===== config.mk =====
export PLATFORM = sky130hd
export DESIGN_NAME = uart_rx_oversample
export DESIGN_NICKNAME = d
export VERILOG_FILES = /design/src/rtl/uart_pkg.sv /design/src/rtl/uart_bit_sync.sv /design/src/rtl/uart_rx_oversample.sv
export SDC_FILE = /design/constraint.sdc
export NUM_CORES = 1
export LEC_CHECK = 0
export CAP_MARGIN = 10
export CORE_ASPECT_RATIO = 1.4
export CORE_MARGIN = 4
export CORE_UTILIZATION = 51
export DETAILED_ROUTE_END_ITERATION = 10
export GPL_ROUTABILITY_DRIVEN = 0
export MAX_ROUTING_LAYER = met4
export PLACE_DENSITY = 0.84
export SYNTH_ARGS = -nofsm -noshare
export SYNTH_HDL_FRONTEND = slang
export SYNTH_SLANG_ARGS = --single-unit

===== constraint.sdc =====
create_clock -name clk_int -period 1.6 [get_ports clk_int]
set_input_delay 0.32 -clock clk_int [delete_from_list [all_inputs] [get_ports clk_int]]
set_output_delay 0.32 -clock clk_int [all_outputs]
set_load 0.01 [all_outputs]

===== src/rtl/uart_pkg.sv =====
// Shared UART definitions: FSM state encoding, 8N1 frame constants and the
// bit-period helper used by both the receive and transmit paths.
package uart_pkg;

   typedef enum logic [1:0] {
      IDLE  = 2'd0,
      START = 2'd1,
      DATA  = 2'd2,
      STOP  = 2'd3
   } uart_state_t;

   localparam int UART_DATA_BITS = 8;
   localparam int UART_STOP_BITS = 1;

   // Integer clocks per serial bit; the remainder is dropped.
   function automatic int clks_per_bit(input logic [31:0] clock_freq,
                                       input logic [31:0] baud_rate);
      return int'(clock_freq / baud_rate);
   endfunction

endpackage


===== src/rtl/uart_bit_sync.sv =====
// Two-flop synchronizer for an asynchronous input; both flops reset to 1 so an
// idle UART line does not look like a start bit coming out of reset.
module uart_bit_sync (
   input  logic clk,
   input  logic rst_n,
   input  logic d,
   output logic q
);

   logic meta;

   always_ff @(posedge clk or negedge rst_n) begin
      if (!rst_n) begin
         meta <= 1'b1;
         q    <= 1'b1;
      end else begin
         meta <= d;
         q    <= meta;
      end
   end

endmodule


===== src/rtl/uart_rx_oversample.sv =====
// 8N1 UART receiver with start-bit validation, 3-sample majority vote at each
// bit centre, framing/overrun flags and a valid/ready output holding register.
module uart_rx_oversample
   import uart_pkg::*;
#(
   parameter logic [23:0] BAUD_RATE  = 24'd4000000,
   parameter logic [27:0] CLOCK_FREQ = 28'd100000000
) (
   input  logic       clk_int,
   input  logic       uart_reset,
   input  logic       uart_rx_d_in,
   input  logic       rx_ready,
   output logic [7:0] rx_data,
   output logic       rx_valid,
   output logic       rx_frame_err,
   output logic       rx_overrun
);

   localparam int CLKS_PER_BIT = clks_per_bit({4'd0, CLOCK_FREQ}, {8'd0, BAUD_RATE});
   localparam int HALF         = CLKS_PER_BIT / 2;
   localparam int CNT_W        = (CLKS_PER_BIT > 1) ? $clog2(CLKS_PER_BIT) : 1;

   localparam logic [CNT_W-1:0] CNT_LAST = CNT_W'(CLKS_PER_BIT - 1);
   localparam logic [CNT_W-1:0] SAMP_A   = CNT_W'(HALF - 1);
   localparam logic [CNT_W-1:0] SAMP_B   = CNT_W'(HALF);
   localparam logic [CNT_W-1:0] DECIDE   = CNT_W'(HALF + 1);
   localparam logic [2:0]       LAST_IDX = 3'(UART_DATA_BITS - 1);

   if (CLKS_PER_BIT < 4) begin : g_bad_ratio
      $error("uart_rx_oversample: CLOCK_FREQ / BAUD_RATE must be at least 4");
   end

   logic                      s;
   logic                      s_d;
   uart_state_t               state;
   logic [CNT_W-1:0]          cnt;
   logic [2:0]                idx;
   logic                      samp_a;
   logic                      samp_b;
   logic                      vote;
   logic                      at_decide;
   logic                      at_last;
   logic [UART_DATA_BITS-1:0] shift_reg;

   uart_bit_sync u_sync (
      .clk   (clk_int),
      .rst_n (uart_reset),
      .d     (uart_rx_d_in),
      .q     (s)
   );

   // The third vote sample is the live synchronized value at the decision point.
   assign vote      = (samp_a & samp_b) | (samp_a & s) | (samp_b & s);
   assign at_decide = (cnt == DECIDE);
   assign at_last   = (cnt == CNT_LAST);

   always_ff @(posedge clk_int or negedge uart_reset) begin
      if (!uart_reset) begin
         s_d          <= 1'b1;
         state        <= IDLE;
         cnt          <= '0;
         idx          <= '0;
         samp_a       <= 1'b1;
         samp_b       <= 1'b1;
         shift_reg    <= '0;
         rx_data      <= '0;
         rx_valid     <= 1'b0;
         rx_frame_err <= 1'b0;
         rx_overrun   <= 1'b0;
      end else begin
         s_d          <= s;
         rx_frame_err <= 1'b0;
         rx_overrun   <= 1'b0;

         if (rx_valid && rx_ready) begin
            rx_valid <= 1'b0;
         end

         if (cnt == SAMP_A) begin
            samp_a <= s;
         end
         if (cnt == SAMP_B) begin
            samp_b <= s;
         end

         case (state)
            IDLE: begin
               cnt <= '0;
               if (s_d && !s) begin
                  state <= START;
               end
            end

            START: begin
               if (at_decide && vote) begin
                  state <= IDLE;
                  cnt   <= '0;
               end else if (at_last) begin
                  state <= DATA;
                  cnt   <= '0;
                  idx   <= '0;
               end else begin
                  cnt <= cnt + CNT_W'(1);
               end
            end

            DATA: begin
               if (at_decide) begin
                  shift_reg[idx] <= vote;
               end
               if (at_last) begin
                  cnt <= '0;
                  if (idx == LAST_IDX) begin
                     state <= STOP;
                  end else begin
                     idx <= idx + 3'd1;
                  end
               end else begin
                  cnt <= cnt + CNT_W'(1);
               end
            end

            STOP: begin
               // Return to IDLE at the decision point so a start bit can follow
               // a shortened stop bit.
               if (at_decide) begin
                  state <= IDLE;
                  cnt   <= '0;
                  if (!vote) begin
                     rx_frame_err <= 1'b1;
                  end else if (!rx_valid || rx_ready) begin
                     rx_data  <= shift_reg;
                     rx_valid <= 1'b1;
                  end else begin
                     rx_overrun <= 1'b1;
                  end
               end else begin
                  cnt <= cnt + CNT_W'(1);
               end
            end

            default: begin
               state <= IDLE;
               cnt   <= '0;
            end
         endcase
      end
   end

endmodule


==> results.md, run 1 <==
- Vias in the first global route: 1263
- Critical path class: reg -> reg
- WL per Instance: 17.87 µm
- Initial antenna violation count: 0
- RSZ-0062 raised after global routing: true
- R2r endpoint: cnt[2]
- Post-route cell area: 2157 µm²
- Worst-Skew Late Latency: between 200 and 300 ps
- Worst r2r path cells: 5
- Fin cells: around 210
- Largest net degree at the start of global routing: 35
- 1st-iter DRT viols: 40
- TritonCTS clock tree: built
- Io pins: 15
- Final hold viol count: 0
- Final worst slack: ~6.4 ps
- Port bufs: 14
- Synth Instances: approximately 130
- Fillcell total: approximately 240
- Setup crit end kind: flip-flop
- Synth Warn #: 0
- Global-route wire length before repair: about 5.9 mm
- Clock root cell: clkbuf_8
- Leakage Power: 1.008 nW
- Hold Path Class: reg -> reg
- DR vias/cell: between 5 and 6
- CP startpoint kind: flip-flop
- Syn Nets: about 140
- Post-Synth XOR/XNOR Area: 0.01558
- Hold EP: u_sync.q
- Sequential share of the synthesized area: 0.5082
- Combinational family with the most area after synthesis: simple AND/OR/NAND/NOR gates
- GRT overflow: 0
- Clock buffer depth: 2
- Period utilization: 0.9960
- Simple-Gate Fraction of Synth Area: 0.1684
- Initial Utilization: 0.5349
- Area added between synthesis and finish: 27.89%
- Worst hold start: u_sync.meta
- Overall power: between 0.003 and 0.004 W
- Final nets: 180
- R2R Setup Slk: roughly 6.4 ps
- Compound-gate portion of the synthesized area: 0.06973
- Adder-cell share of the synthesized area: 0.04377
- FFs w/ async S/R, synth: 1.000
- Status: finished clean
- Power Dens Cells: ~1400 nW/µm²
- Top FF cell, synth: dfrtp_1
- Final ANT Viol Nets: 0
- Gr usage total: 0.1835
- Max-Cap Viols: 0
- Min Tclk post-route: 1594 ps
- Finished Core Util: 0.6841
- Die Span X: between 50 and 60 µm
- Clock-pin slew on the worst setup and hold paths: approximately 70 ps
- Slew Limit Fails: 0
- DRC viols: 0
- Peak supply drop: 1.193 mV
- FMAX: about 630 MHz
- Clock Sinks: 34
- Yosys reg bits: 34
- Mapped cell area: 1687 µm²
- Drt pass-1 iters: 4
- Share of layout cells above drive strength 1: 0.3721
- TritonCTS buffer count: 5
- Worst Skew: 5.409 ps
- # diodes: 0
- Number of synthesized flops with an enable pin: 0
- Library cells used by synthesis: 39
- Slew headroom: 0.7108
- Worst-path fanout max: 5
- Post-DP HPWL: around 2.4 mm
- Die ar.: approximately 4300 µm²
- H-tree depth: 2
- Register area: around 860 µm²
- R2r startpoint: cnt[0]
- Dpl cells: between 150 and 200
- Die height: 76.05 µm
- Hold Path Depth: 0
- Num rows: 24
- Req. time, crit path: roughly 1800 ps
- DP Area: approximately 1900 µm²
- Slew @ Worst Pin: 433.8 ps
- Core Area: 3153 µm²
- Multi-input gate area: 794.5 µm²
- # setup viols final: 0
- Multiplexer area fraction after synthesis: 0.1328
- Vias: roughly 1.2k
- Mapped Avg Cell Area: 12.59 µm²
- Post-CTS Hold Buffers: 0
- Worst path arrival time: between 1500 and 2000 ps
- Pre-CTS WS: -51.30 ps
- Post-Route WL: ~3.8 mm
==> critical path, cell delays in order, from the launching register on <==
cell and delay (ps):
dfrtp_1 430, inv_1 90, ha_2 200, nand4b_1 220, a22oi_2 400, a31oi_1 130
==> report_power, final <==
group          switching, W  internal, W  leakage [nW]
sequential         0.000160      0.00101         0.445
combinational      0.000568     0.000560         0.505
clock              0.000312     0.000508        0.0585
==> layout by cell type (no fill, tap or decap), types with 2 or more instances in the layout <==
cell type	netlist	routed
a31oi_1	5	4
nand4_1	4	4
o21ai_1	0	2
mux2_1	14	8
xor2_1	2	2
nor2_1	4	4
clkdlybuf4s50_1	0	14
mux2_2	5	5
nand3_1	6	6
mux2_4	0	6
ha_1	5	3
inv_1	5	4
dfrtp_1	29	28
buf_4	0	24
a21oi_1	4	3
o21ai_0	4	2
and4b_2	0	2
nand4b_1	7	7
nor3b_1	2	2
nand2_1	2	2
clkbuf_8	1	6
nor2b_1	4	3
dfstp_2	5	5
==> how the worst max path moves through the flow <==
stage	startpoint	to	slack [ps]
after floorplan	cnt[0]	cnt[0]	80
after global placement	rx_ready	rx_data[7]	-2
after detailed placement	cnt[1]	rx_data[1]	-50
after CTS	cnt[1]	rx_data[4]	3
after global routing	cnt[0]	cnt[2]	-50
final	cnt[0]	cnt[2]	6
==> metal layers <==
metal / vias up / track usage / part of all wire
li1: 563 / - / -
met1: 596 / 0.1923 / 0.39
met2: 37 / 0.3160 / 0.55
met3: 17 / 0.03898 / 0.037
met4: 0 / 0.09501 / 0.032
met5: - / - / 0
==> cell type report <==
type / count / share of cell area
clock buffer: 7 / 0.04002
clock inverter: 1 / 0.01392
inverter: 5 / 0.008701
multi-input combinational: 87 / 0.3683
sequential: 34 / 0.3979
tap: 39 / 0.02262
timing repair buffer: 38 / 0.1485
==> synthesized netlist by cell type, types with 2 or more instances <==
master,instances,area [µm²]
clkbuf_1,2,7.510
ha_1,5,62.56
nor2b_1,4,25.02
dfstp_2,5,131.4
a221oi_1,2,17.52
mux2_2,5,56.30
nand4_1,4,25.02
dfrtp_1,29,725.7
nand4b_1,7,61.31
a21oi_1,4,20.02
nand2_1,2,7.510
o21ai_0,4,20.02
nor2_1,4,15.01
a31oi_1,5,31.28
mux2_1,14,157.7
inv_1,5,18.77
nor3b_1,2,15.01
nand3_1,6,30.03
buf_6,4,45.04
xor2_1,2,17.52
==> through the flow <==
| step | hold WS [ps] | TNS, ps |
|---|---|---|
| after floorplan | 24.41 | 0 |
| after global placement | 347.9 | -3.089 |
| after detailed placement | 349.1 | -282.7 |
| after CTS | 358.9 | 0 |
| after global routing | 364.8 | -467.7 |
| final | 357.4 | 0 |
==> cells by family after synthesis <==
logic type / Yosys count
and+or+nand+nor: 39
DFF: 34
muxes: 20
AOI/OAI and AO/OA: 18
buffers and inverters: 14
adders and majority gates: 6
xor gates and xnor gates: 3
==> timing repair <==
item / 4_1_cts / 5_1_grt
setup buffers: 2 / 6
resized for setup: 8 / 10
cloned: 1 / 0
endpoints found under the setup margin: 8 / 22
pin swaps: 1 / 7
Power figures use the tool's default switching activity.
==> run 2, diff against run 1 <==
- ABC_CLOCK_PERIOD_IN_PS: default -> 1600
- CTS_CLUSTER_SIZE: default -> 12
- SYNTH_HIERARCHICAL: default -> 1
==> run 2 against run 1 <==
Effect of this change:
- setup slack got worse by 13 ps
- combinational power decreased by 9%
- the run now ends with setup timing left
- synthesized area unchanged
- flip-flop and latch count unchanged
- critical endpoint is now rx_data[7]
- non-clock buffer count decreased by 5
==> results.md, run 2 <==
- Dpl cells: about 190
- Sum Neg Setup Slack: -15.98 ps
- Post-DP HPWL: ~2.4 mm
- Register area: approximately 860 µm²
- Critical path class: reg -> reg
- Most frequent cells in the layout: 28 x dfrtp_1, 19 x buf_4, 14 x clkdlybuf4s50_1, 8 x mux2_1, 7 x nand4b_1
- R2R Setup Slk: -6 ps
- Clock Sinks: 34
- Share of the synthesized area in the top cell type: 0.4303
- Max-Cap Viols: 0
- Top FF cell, synth: dfrtp_1
- Slowest Stage Delay on Critical Path: 390 ps
- Slew Limit Fails: 0
- Global routing's busiest layer: met2
- Commonest non-fill, non-tap cell in the layout: dfrtp_1
- Num rows: 24
- Overall power: 0.002971 W
- Clock-pin slew on the worst setup and hold paths: ~70 ps
- Setup crit end kind: flip-flop
- Worst-Skew Late Latency: between 200 and 300 ps
- DRC viols: 0
- Gr usage total: 0.1787
- NetSw: between 0.0009 and 0.001 W
- Worst path arrival time: ~1800 ps
- Worst Setup SP: cnt[1]
- Clock buffer depth: 2
- Die ar.: roughly 4300 µm²
- RSZ-0062 raised after global routing: true
- Met1 Usage GRT: 0.1689
- Number of synthesized flops with an enable pin: 0
- TritonCTS clock tree: built
- Slowest CP cell: dfrtp_1
- Sequential share of the synthesized area: 0.5082
- Pint: 0.001997 W
- Leakage Power: between 0.9 and 1 nW
- TritonCTS buffer count: 5
- 1st-iter DRT viols: 50
- Initial Utilization: 0.5349
- Library cells used by synthesis: 39
- # setup viols final: 5
- Post-Route WL: approximately 3.6 mm
- Core Area: 3153 µm²
- Clk pwr share: 0.258
- Slew @ Worst Pin: 425.3 ps
- Peak supply drop: 1.061 mV
- Final nets: about 180
- Min Tclk post-route: 1606 ps
- Syn Nets: between 100 and 150
- Share of layout cells above drive strength 1: 0.3234
- FFs w/ async S/R, synth: 1.000
- DR vias/cell: about 5.9
- Die Span X: 56.60 µm
- Worst path cell trace: inv_2 > ha_4 > and4b_4 > nand4_4 > mux2_4
- Largest net degree at the start of global routing: 35
- Status: finished with violations
- Mapped cell area: about 1700 µm²
- Clock root cell: clkbuf_8
- Met3 Use GR: 0.05424
- Area added between synthesis and finish: 24.70%
- Pre-CTS WS: -40.25 ps
- Sequential power share: 0.394
- Area contributors post-synth: dfrtp_1 43%, mux2_1 9.3%, dfstp_2 7.8%, ha_1 3.7%, nand4b_1 3.6%
- Synth Warn #: 6
- Period utilization: 1.004
- Slew headroom: 0.7165
- CP startpoint kind: flip-flop
- WL per Instance: 17.33 µm
- Final ANT Viol Nets: 0
- Hold Path Class: reg -> reg
- Port bufs: 14
- Vias in the first global route: between 1k and 1.5k
- Global-route wire length before repair: between 5 and 6 mm
- Initial antenna violation count: 0
- FMAX: 622.6 MHz
- Largest area contributor in the synthesized netlist: dfrtp_1
- Mapped Avg Cell Area: 12.59 µm²
- Drt pass-1 iters: 4
- Worst r2r path cells: 5
- Fin cells: about 210
- Sw frac: 0.3278
- Io pins: 15
- Req. time, crit path: approximately 1800 ps
- GRT overflow: 0
- Worst-path fanout max: 8
- Fin Hold WS: about 360 ps
- Yosys reg bits: 34
- Worst Skew: about 3.5 ps
- Power Dens Cells: approximately 1400 nW/µm²
- Failing checks: setup timing
- Worst setup path endpoint: rx_data[7]
- R2r endpoint: rx_data[7]
- Final worst slack: -6.126 ps
- H-tree depth: 2
- Post-CTS Hold Buffers: 0
- Met2 GRT Util: 0.3102
- Vias: ~1.2k
- Most frequent cells after synthesis: 29 x dfrtp_1, 14 x mux2_1, 7 x nand4b_1
- Multi-input gate area: approximately 790 µm²
- Final hold viol count: 0
- R2r startpoint: cnt[1]
- Logic pwr share: 0.348
- # diodes: 0
- Fillcell total: between 200 and 250
- Most frequent cell after synthesis: dfrtp_1
- Die height: roughly 76 µm
- Synth Instances: 134
run 2: layout make-up:
| class | count | share of cell area |
|---|---|---|
| repair buffers | 33 | 0.1344 |
| clock inverters | 1 | 0.01428 |
| inverters | 5 | 0.008923 |
| flip-flops and latches | 34 | 0.4081 |
| clock buffers | 7 | 0.03629 |
| well taps | 39 | 0.02320 |
| multi-input cells | 87 | 0.3748 |
run 2: power groups by stage:
stage,clock [W],combinational (W),sequential (W)
2_1_floorplan,0,0.000725,0.00110
4_1_cts,0.000784,0.000930,0.00115
5_1_grt,0.000838,0.00113,0.00119
3_5_place_dp,0,0.000914,0.00116
6_report,0.000766,0.00103,0.00117
3_3_place_gp,0,0.000859,0.00114
run 2: metal layers:
layer	vias to the layer above	routed length [µm]	part of all wire
met4	0	121	0.034
met1	629	1349	0.38
met5	-	0	0
met2	26	1961	0.55
met3	13	137	0.038
li1	552	-	-
run 2: logic make-up after synthesis:
logic type | synth area share
fa+ha+maj | 0.04377
flops | 0.5082
simple gates | 0.1684
xor+xnor | 0.01558
compound gates | 0.06974
mux | 0.1328
buf+inv | 0.06157
run 2: repair_timing:
item,4_1_cts,5_1_grt
gates resized for setup,1,13
buffers inserted,0,4
endpoints found under the setup margin,8,23
cloned,1,0
pin swaps,2,6
run 2: worst min path at each step:
stage                 from         to  slack [ps]  cells past startpoint
2_1_floorplan   uart_reset  async pin          20                      0
3_3_place_gp   u_sync/meta   u_sync/q         350                      0
3_5_place_dp   u_sync/meta   u_sync/q         350                      0
4_1_cts        u_sync/meta   u_sync/q         360                      0
5_1_grt        u_sync/meta   u_sync/q         360                      0
6_report       u_sync/meta   u_sync/q         360                      0
run 2: worst max-delay path: cells and delay by family, from the launching register on:
family / cells / cell delay, ps
adders and majority gates: 1 / 150
DFF: 1 / 390
buffers and inverters: 1 / 100
and+or+nand+nor: 2 / 490
muxes: 1 / 360
run 2: stage by stage:
stage / cell area, µm² / utilization
floorplan: 1687 / -
CTS: 2023 / 0.6417
global placement: 1903 / 0.6036
finish: 2103 / 0.6671
global route: 2103 / 0.6671
detailed placement: 1903 / 0.6036
